--- src/rtl/i_ap_accum_ctrl_if.sv ---
// i_ap_accum_ctrl_if: control, operand-stream and result-stream signals of the saturating accumulator.
interface i_ap_accum_ctrl_if #(
    parameter int bitlength = 16,
    parameter int cntw = 8
);
    logic start;
    logic [cntw-1:0] len;
    logic busy;
    logic in_valid;
    logic signed [bitlength-1:0] in_data;
    logic in_ready;
    logic out_valid;
    logic signed [bitlength-1:0] out_data;
    logic out_sat;
    logic out_ready;
    modport master (
        output start, len, in_valid, in_data, out_ready,
        input busy, in_ready, out_valid, out_data, out_sat
    );
    modport slave (
        input start, len, in_valid, in_data, out_ready,
        output busy, in_ready, out_valid, out_data, out_sat
    );
endinterface

--- src/rtl/i_ap_accum_ctrl.sv ---
// i_ap_accum_ctrl: accumulates len signed beats with per-step saturation and presents one result.
module i_ap_accum_ctrl #(
    parameter int bitlength = 16,
    parameter int cntw = 8,
    parameter logic signed [bitlength-1:0] Inf = 16'sb0111_1111_1111_1111
) (
    input logic clk,
    input logic rst_n,
    i_ap_accum_ctrl_if.slave io
);
    typedef enum logic [1:0] {IDLE, ACCUM, OUT} state_t;
    state_t state_q, state_d;
    logic signed [bitlength-1:0] acc_q, acc_d, tmp;
    logic sat_q, sat_d, pos_o, neg_o;
    logic [cntw-1:0] cnt_q, cnt_d;
    always_comb begin
        tmp = acc_q + io.in_data;
        pos_o = !acc_q[bitlength-1] && !io.in_data[bitlength-1] && tmp[bitlength-1];
        neg_o = acc_q[bitlength-1] && io.in_data[bitlength-1] && !tmp[bitlength-1];
        state_d = state_q;
        acc_d = acc_q;
        sat_d = sat_q;
        cnt_d = cnt_q;
        unique case (state_q)
            IDLE: if (io.start) begin
                acc_d = '0;
                sat_d = 1'b0;
                cnt_d = io.len;
                state_d = (io.len == '0) ? OUT : ACCUM;
            end
            ACCUM: if (io.in_valid) begin
                acc_d = pos_o ? Inf : neg_o ? -Inf : tmp;
                sat_d = sat_q | pos_o | neg_o;
                cnt_d = cnt_q - cntw'(1);
                state_d = (cnt_q == cntw'(1)) ? OUT : ACCUM;
            end
            OUT: state_d = io.out_ready ? IDLE : OUT;
            default: state_d = IDLE;
        endcase
    end
    always_ff @(posedge clk or negedge rst_n) begin
        if (!rst_n) begin
            state_q <= IDLE;
            acc_q <= '0;
            sat_q <= 1'b0;
            cnt_q <= '0;
        end else begin
            state_q <= state_d;
            acc_q <= acc_d;
            sat_q <= sat_d;
            cnt_q <= cnt_d;
        end
    end
    assign io.busy = state_q != IDLE;
    assign io.in_ready = state_q == ACCUM;
    assign io.out_valid = state_q == OUT;
    assign io.out_data = acc_q;
    assign io.out_sat = sat_q;
endmodule

--- src/flat_wrapper.sv ---
// flat-port wrapper written by rule: the top's interface ports become plain ports
module i_ap_accum_ctrl_flat 
#(
    parameter int bitlength = 16,
    parameter int cntw = 8,
    parameter logic signed [bitlength-1:0] Inf = 16'sb0111_1111_1111_1111
)
  (clk, rst_n, io_start, io_len, io_in_valid, io_in_data, io_out_ready, io_busy, io_in_ready, io_out_valid, io_out_data, io_out_sat);
  i_ap_accum_ctrl_if #(.bitlength(bitlength), .cntw(cntw)) io_i ();
  input logic clk;
  input logic rst_n;
  input wire logic [$bits(io_i.start)-1:0] io_start;
  input wire logic [$bits(io_i.len)-1:0] io_len;
  input wire logic [$bits(io_i.in_valid)-1:0] io_in_valid;
  input wire logic [$bits(io_i.in_data)-1:0] io_in_data;
  input wire logic [$bits(io_i.out_ready)-1:0] io_out_ready;
  output wire logic [$bits(io_i.busy)-1:0] io_busy;
  output wire logic [$bits(io_i.in_ready)-1:0] io_in_ready;
  output wire logic [$bits(io_i.out_valid)-1:0] io_out_valid;
  output wire logic [$bits(io_i.out_data)-1:0] io_out_data;
  output wire logic [$bits(io_i.out_sat)-1:0] io_out_sat;
  assign io_i.start = io_start;
  assign io_i.len = io_len;
  assign io_i.in_valid = io_in_valid;
  assign io_i.in_data = io_in_data;
  assign io_i.out_ready = io_out_ready;
  assign io_busy = io_i.busy;
  assign io_in_ready = io_i.in_ready;
  assign io_out_valid = io_i.out_valid;
  assign io_out_data = io_i.out_data;
  assign io_out_sat = io_i.out_sat;
  i_ap_accum_ctrl #(.bitlength(bitlength), .cntw(cntw), .Inf(Inf)) u_core (.clk(clk), .rst_n(rst_n), .io(io_i));
endmodule
--- config.mk ---
export PLATFORM = sky130hd
export DESIGN_NAME = i_ap_accum_ctrl_flat
export DESIGN_NICKNAME = d
export VERILOG_FILES = /design/src/rtl/i_ap_accum_ctrl_if.sv /design/src/rtl/i_ap_accum_ctrl.sv /design/src/flat_wrapper.sv
export SDC_FILE = /design/constraint.sdc
export NUM_CORES = 1
export LEC_CHECK = 0
export ABC_AREA = 1
export CORE_MARGIN = 2
export CORE_UTILIZATION = 30
export DETAILED_ROUTE_END_ITERATION = 10
export PLACE_DENSITY = 0.61
export REMOVE_ABC_BUFFERS = 1
export SKIP_LAST_GASP = 1
export SYNTH_ARGS = -nofsm -noshare
export SYNTH_HDL_FRONTEND = slang
export SYNTH_SLANG_ARGS = --single-unit
--- constraint.sdc ---
create_clock -name clk -period 5.2 [get_ports clk]
set_input_delay 0.78 -clock clk [delete_from_list [all_inputs] [get_ports clk]]
set_output_delay 0.78 -clock clk [all_outputs]
set_load 0.005 [all_outputs]
Word-level counts from Yosys, hierarchy flattened
Cells that the tools add are included.
{ "totals": {"regBits": 27, "in_bits": 29, "out_inout_bits": 20} }
{ "classes": {"n_addsub": 2, "n_eq_ne": 5, "muxes": 17, "bitwise": 2, "reduce_logical": 13} }
{ "op_table": {"columns": ["cell", "n"], "rows": [
  ["16-bit two-way mux", 4],
  ["16-bit one-hot mux with 2 select lines", 1],
  ["16-bit adder", 1],
  ["8-bit two-way mux", 2],
  ["8-bit one-hot mux with 2 select lines", 1],
  ["2-bit two-way mux", 5],
  ["8-bit by 1-bit equality test with 1-bit output (second input constant)", 1],
  ["8-bit zero test", 1],
  ["8-bit by 1-bit subtractor with 8-bit output (second input constant)", 1],
  ["2-bit one-hot mux with 3 select lines", 1],
  ["1-bit logical AND", 4],
  ["2-bit != test (second input constant)", 2],
  ["2-bit nonzero test", 2],
  ["1-bit zero test", 3],
  ["3-bit AND reduction", 1],
  ["2-bit by 1-bit equality test with 1-bit output (second input constant)", 1],
  ["2-bit equality test (second input constant)", 1],
  ["2-bit zero test", 1],
  ["1-bit two-way mux", 2],
  ["1-bit OR", 2],
  ["1-bit one-hot mux with 2 select lines", 1],
  ["2-bit AND reduction", 1]
]} }

Longest topological paths before layout
{ "logic_depth": {"depth_word": 7, "ltp_mapped": 14, "depth_no_buf": 14} }

Worst setup path before layout
OpenSTA, ideal clock, no wires.
{ "synth_path": {"path_kind": "input to register", "from": "input port io_in_data[10]", "to": "register u_core.acc_q[10], in the netlist u_core.io.out_data[10]", "setup_ns": 0.123, "t_arrival_ns": 2.065, "slack_ns": 3.012, "path_stages": 12, "n_path_buf": 1, "cell_sequence": "ha_1 -> nand2_1 -> inv_2 -> nand2_1 -> nand2_2 -> a21oi_4 -> nand2_2 -> nand2_4 -> nand2_4 -> nand3_4 -> buf_6 -> nand3_2"} }
{ "synth_via": {"elab_chain_cells": 7, "word_cells_on_any_way": 8, "classes_between": "1 x add/sub; 4 x mux; 3 x reduce/logical"} }
{ "synth_rtl": {"columns": ["element", "line", "rtl"], "rows": [
  ["from (decl)", "flat_wrapper.sv:15", "input wire logic [$bits(io_i.in_data)-1:0] io_in_data;"],
  ["16-bit adder *", "i_ap_accum_ctrl.sv:17", "tmp = acc_q + io.in_data;"],
  ["1-bit zero test", "i_ap_accum_ctrl.sv:19", "neg_o = acc_q[bitlength-1] && io.in_data[bitlength-1] && !tmp[bitlength-1];"],
  ["1-bit logical AND", "i_ap_accum_ctrl.sv:19", null],
  ["16-bit two-way mux", "i_ap_accum_ctrl.sv:32", "acc_d = pos_o ? Inf : neg_o ? -Inf : tmp;"],
  ["16-bit two-way mux *", "i_ap_accum_ctrl.sv:32", null],
  ["16-bit two-way mux *", "i_ap_accum_ctrl.sv:31", "ACCUM: if (io.in_valid) begin"],
  ["16-bit one-hot mux with 2 select lines *", "i_ap_accum_ctrl.sv:24", "unique case (state_q)"],
  ["to (signal assigned)", "i_ap_accum_ctrl.sv:44", "acc_q <= '0;"],
  ["to (signal assigned)", "i_ap_accum_ctrl.sv:49", "acc_q <= acc_d;"],
  ["to (decl)", "i_ap_accum_ctrl.sv:13", "logic signed [bitlength-1:0] acc_q, acc_d, tmp;"]
]} }
Mark *: on every way between the ends. The rest lies on a longest branch, timed or not. The select of a mux whose other input is x is not followed.
A chain may end at the register's enable or synchronous reset.

Worst setup path in the final report
{ "layout_path": {"from": "input port io_in_data[0]", "to": "register u_core.acc_q[10], in the netlist u_core.io.out_data[10]"} }
Same word-level chain as after synthesis.

==> impl_metrics.ini <==
[logic_synthesis]
synth_top_area_cell = dfrtp_1
netlist_area_mm2 = 0.00240
synth_seq_cells = 27
synth_common_cells = 100 x nand2_1, 40 x inv_1, 27 x dfrtp_1, 27 x nand3_1, 23 x nor2_1
syn_area_per_cell_um2 = 7.08
yosysMostFrequentCell = nand2_1
yosys-top-cells-area = dfrtp_1 28%, nand2_1 16%, ha_1 9.9%
async_flop_share = 1.00
yosysWarnings = 0
syn_inst = 339
seq_area_frac_synth = 0.282
synth.distinct_cells = 40
yosys_most_used_dff = dfrtp_1
yosys.area.top_type_share = 0.282
synth-edff-count = 0

[detailed_routing]
vias = 2266
routed_via_density = 4.66
wl_per_cell_um = 12.0
route.detailed.drc = 0
ant_nets = 0
dr.first_iter.drc_count = 84
wirelength_um = 5810
firstDrtPassIters = 4

[clocking]
cts_resized = 0
hold_buffers = 0
cts_root_buffer = clkbuf_8
cts_max_path_buffers = 2
cts.reportedPaths.clkPinSlew_ns = 0.10
cts_sinks = 27
cts_buffers = 3
htreeDepth = 1
clkLatencyLatePin_ns = 0.28
postCtsSetupBuffers = 0
cts_tree = built

[placed_design]
gp_congestion = 0.890
hpwlAfterDp_um = 4460
place_area_mm2 = 0.00297
place.port_buffers = 48

[worst_setup_path]
worst-setup-path-type = input pin to flop
crit_arrival_ns = 2.77
max_stage_delay_ns = 0.46
slowest_stage = clkdlybuf4s50_1
crit_family = simple AND/OR/NAND/NOR gates
critPathBufInv = 3
critPathCaptureType = flop
crit_required_ns = 5.37
cp-start-kind = input pin
path_max_fanout = 3
crit_chain = clkdlybuf4s50_1 -> ha_1 -> inv_1 -> fa_1 -> inv_1 -> nand3_1 -> nand2_1 -> nand2_1 -> nand2_1 -> nand3_1 -> nand3_1 -> nand2_1 -> nand3_1 -> nand3_2

[layout]
layout-drive-gt1-share = 0.0990
final_area_mm2 = 0.00302
n_antenna_cell = 0
area_growth_pct = 25.8
finalNetCount = 434

[sta]
clock.fmax_mhz = 384
post-route-min-period_ns = 2.60
setup_viol = 0
worst_pin_slew_ns = 0.539
min_period_over_period = 0.500
fin_skew_ns = 0.00293
finalHoldViolations = 0
rsz0062_at_grt = false
tns_ns = 0
slew_violations = 0
relSlewSlack = 0.640

[power]
p_per_area_mw_per_mm2 = 536
power.leakage_nw = 1.58
peakVddDrop_uv = 196

[worst_hold_path]
worstHoldPathType = flop to flop

[floorplanning]
initial_core_util = 0.310
die-height_um = 93.4
die_area_mm2 = 0.00873
rows = 32
boundaryPins = 49
die_x_um = 93.4
coreArea_mm2 = 0.00773

[grt]
antenna_found_initial = 0
grt_pass1_wl_um = 9730
grt_start_max_net_pins = 28
grt_pass1_vias = 2230
grt-ovfl-total = 0
grt_use_total = 0.136

[flow_run]
maxCapViolCount = 0

[status]
outcome = completed
[metal layers]
layer	share of wire	wire, µm	up-vias	GRT usage
met3	0.045	261	4	0.0250
met4	0.0053	31	0	0.0159
met2	0.47	2730	59	0.240
met5	0	0	-	0
li1	-	-	1185	-
met1	0.48	2790	1018	0.177
[cell families (layout without fill, tap and decap cells)]
kind of cell    count (synthesis)  in the layout  share of synthesized area
simple gates                  186            186                      0.381
buf+inv                        54             99                     0.0913
compound gates                 44             44                      0.109
flops                          27             27                      0.282
fa+ha+maj                      20             20                      0.107
xor+xnor                        8              8                     0.0292
[sequential cells by signal, summed over array words and instances (netlist names)]
name and flops:
u_core.cnt_q 8, u_core.io.out_data 16, u_core.io.out_sat 1, u_core.state_q 2
[through the flow]
step | utilization | hold slack, ns | cells | total power, mW | setup slack (ns)
detailed placement | 0.384 | 0.507 | 482 | 1.49 | 2.30
CTS | 0.390 | 0.531 | 486 | 1.63 | 2.60
floorplan | - | 0.469 | 331 | 1.15 | 3.00
global route | 0.390 | 0.564 | 486 | 1.79 | 2.42
finish | 0.390 | 0.534 | 486 | 1.62 | 2.60
global placement | 0.384 | 0.500 | 482 | 1.48 | 2.35
[worst min-delay path, stage by stage (launching register included)]
cell	delay (ns)
dfrtp_1	0.38
nand2_1	0.05
o21ai_0	0.06
[final cells by class]
cell class | instances | area, µm²
clock buffer | 3 | 41.3
clock inverter | 1 | 7.51
fill | 832 | 4710
inverter | 46 | 173
multi-input combinational | 258 | 1500
sequential | 27 | 676
tap | 102 | 128
timing repair buffer | 49 | 488
[worst paths after layout]
path                              startpoint                      to  slack (ns)  cells past startpoint
max                            io_in_data[0]  u_core.io.out_data[10]        2.60                     14
min                          u_core.cnt_q[5]         u_core.cnt_q[5]        0.53                      2
max reg2reg                u_core.state_q[1]   u_core.io.out_data[0]        2.68                      8
min reg2reg                  u_core.cnt_q[5]         u_core.cnt_q[5]        0.53                      2
max in group asynchronous              rst_n  u_core.io.out_data[13]        4.07                      2
min in group asynchronous              rst_n         u_core.cnt_q[4]        0.87                      2
[where the power goes]
group	internal, mW	total [mW]	switching [mW]
registers	0.309	0.388	0.0791
logic	0.470	1.10	0.630
clock network	0.0545	0.129	0.0743
[layout by cell type, fill, tap and decap left out, types with 2 or more instances in the layout]
cell / instances
nand3b_1: 3
nand2_2: 5
o21bai_1: 2
xor2_1: 7
a21oi_1: 13
ha_1: 19
o21ai_0: 17
nand2_1: 100
o21ai_1: 2
inv_2: 6
a21oi_2: 2
nand4_1: 4
nand3_1: 27
clkdlybuf4s50_1: 48
nand2_4: 2
nor3_1: 2
nand3_4: 2
clkbuf_8: 3
nor2_1: 23
dfrtp_1: 27
inv_1: 40
nand3_2: 11
o22ai_1: 2
(Power assumes the default switching activity.)
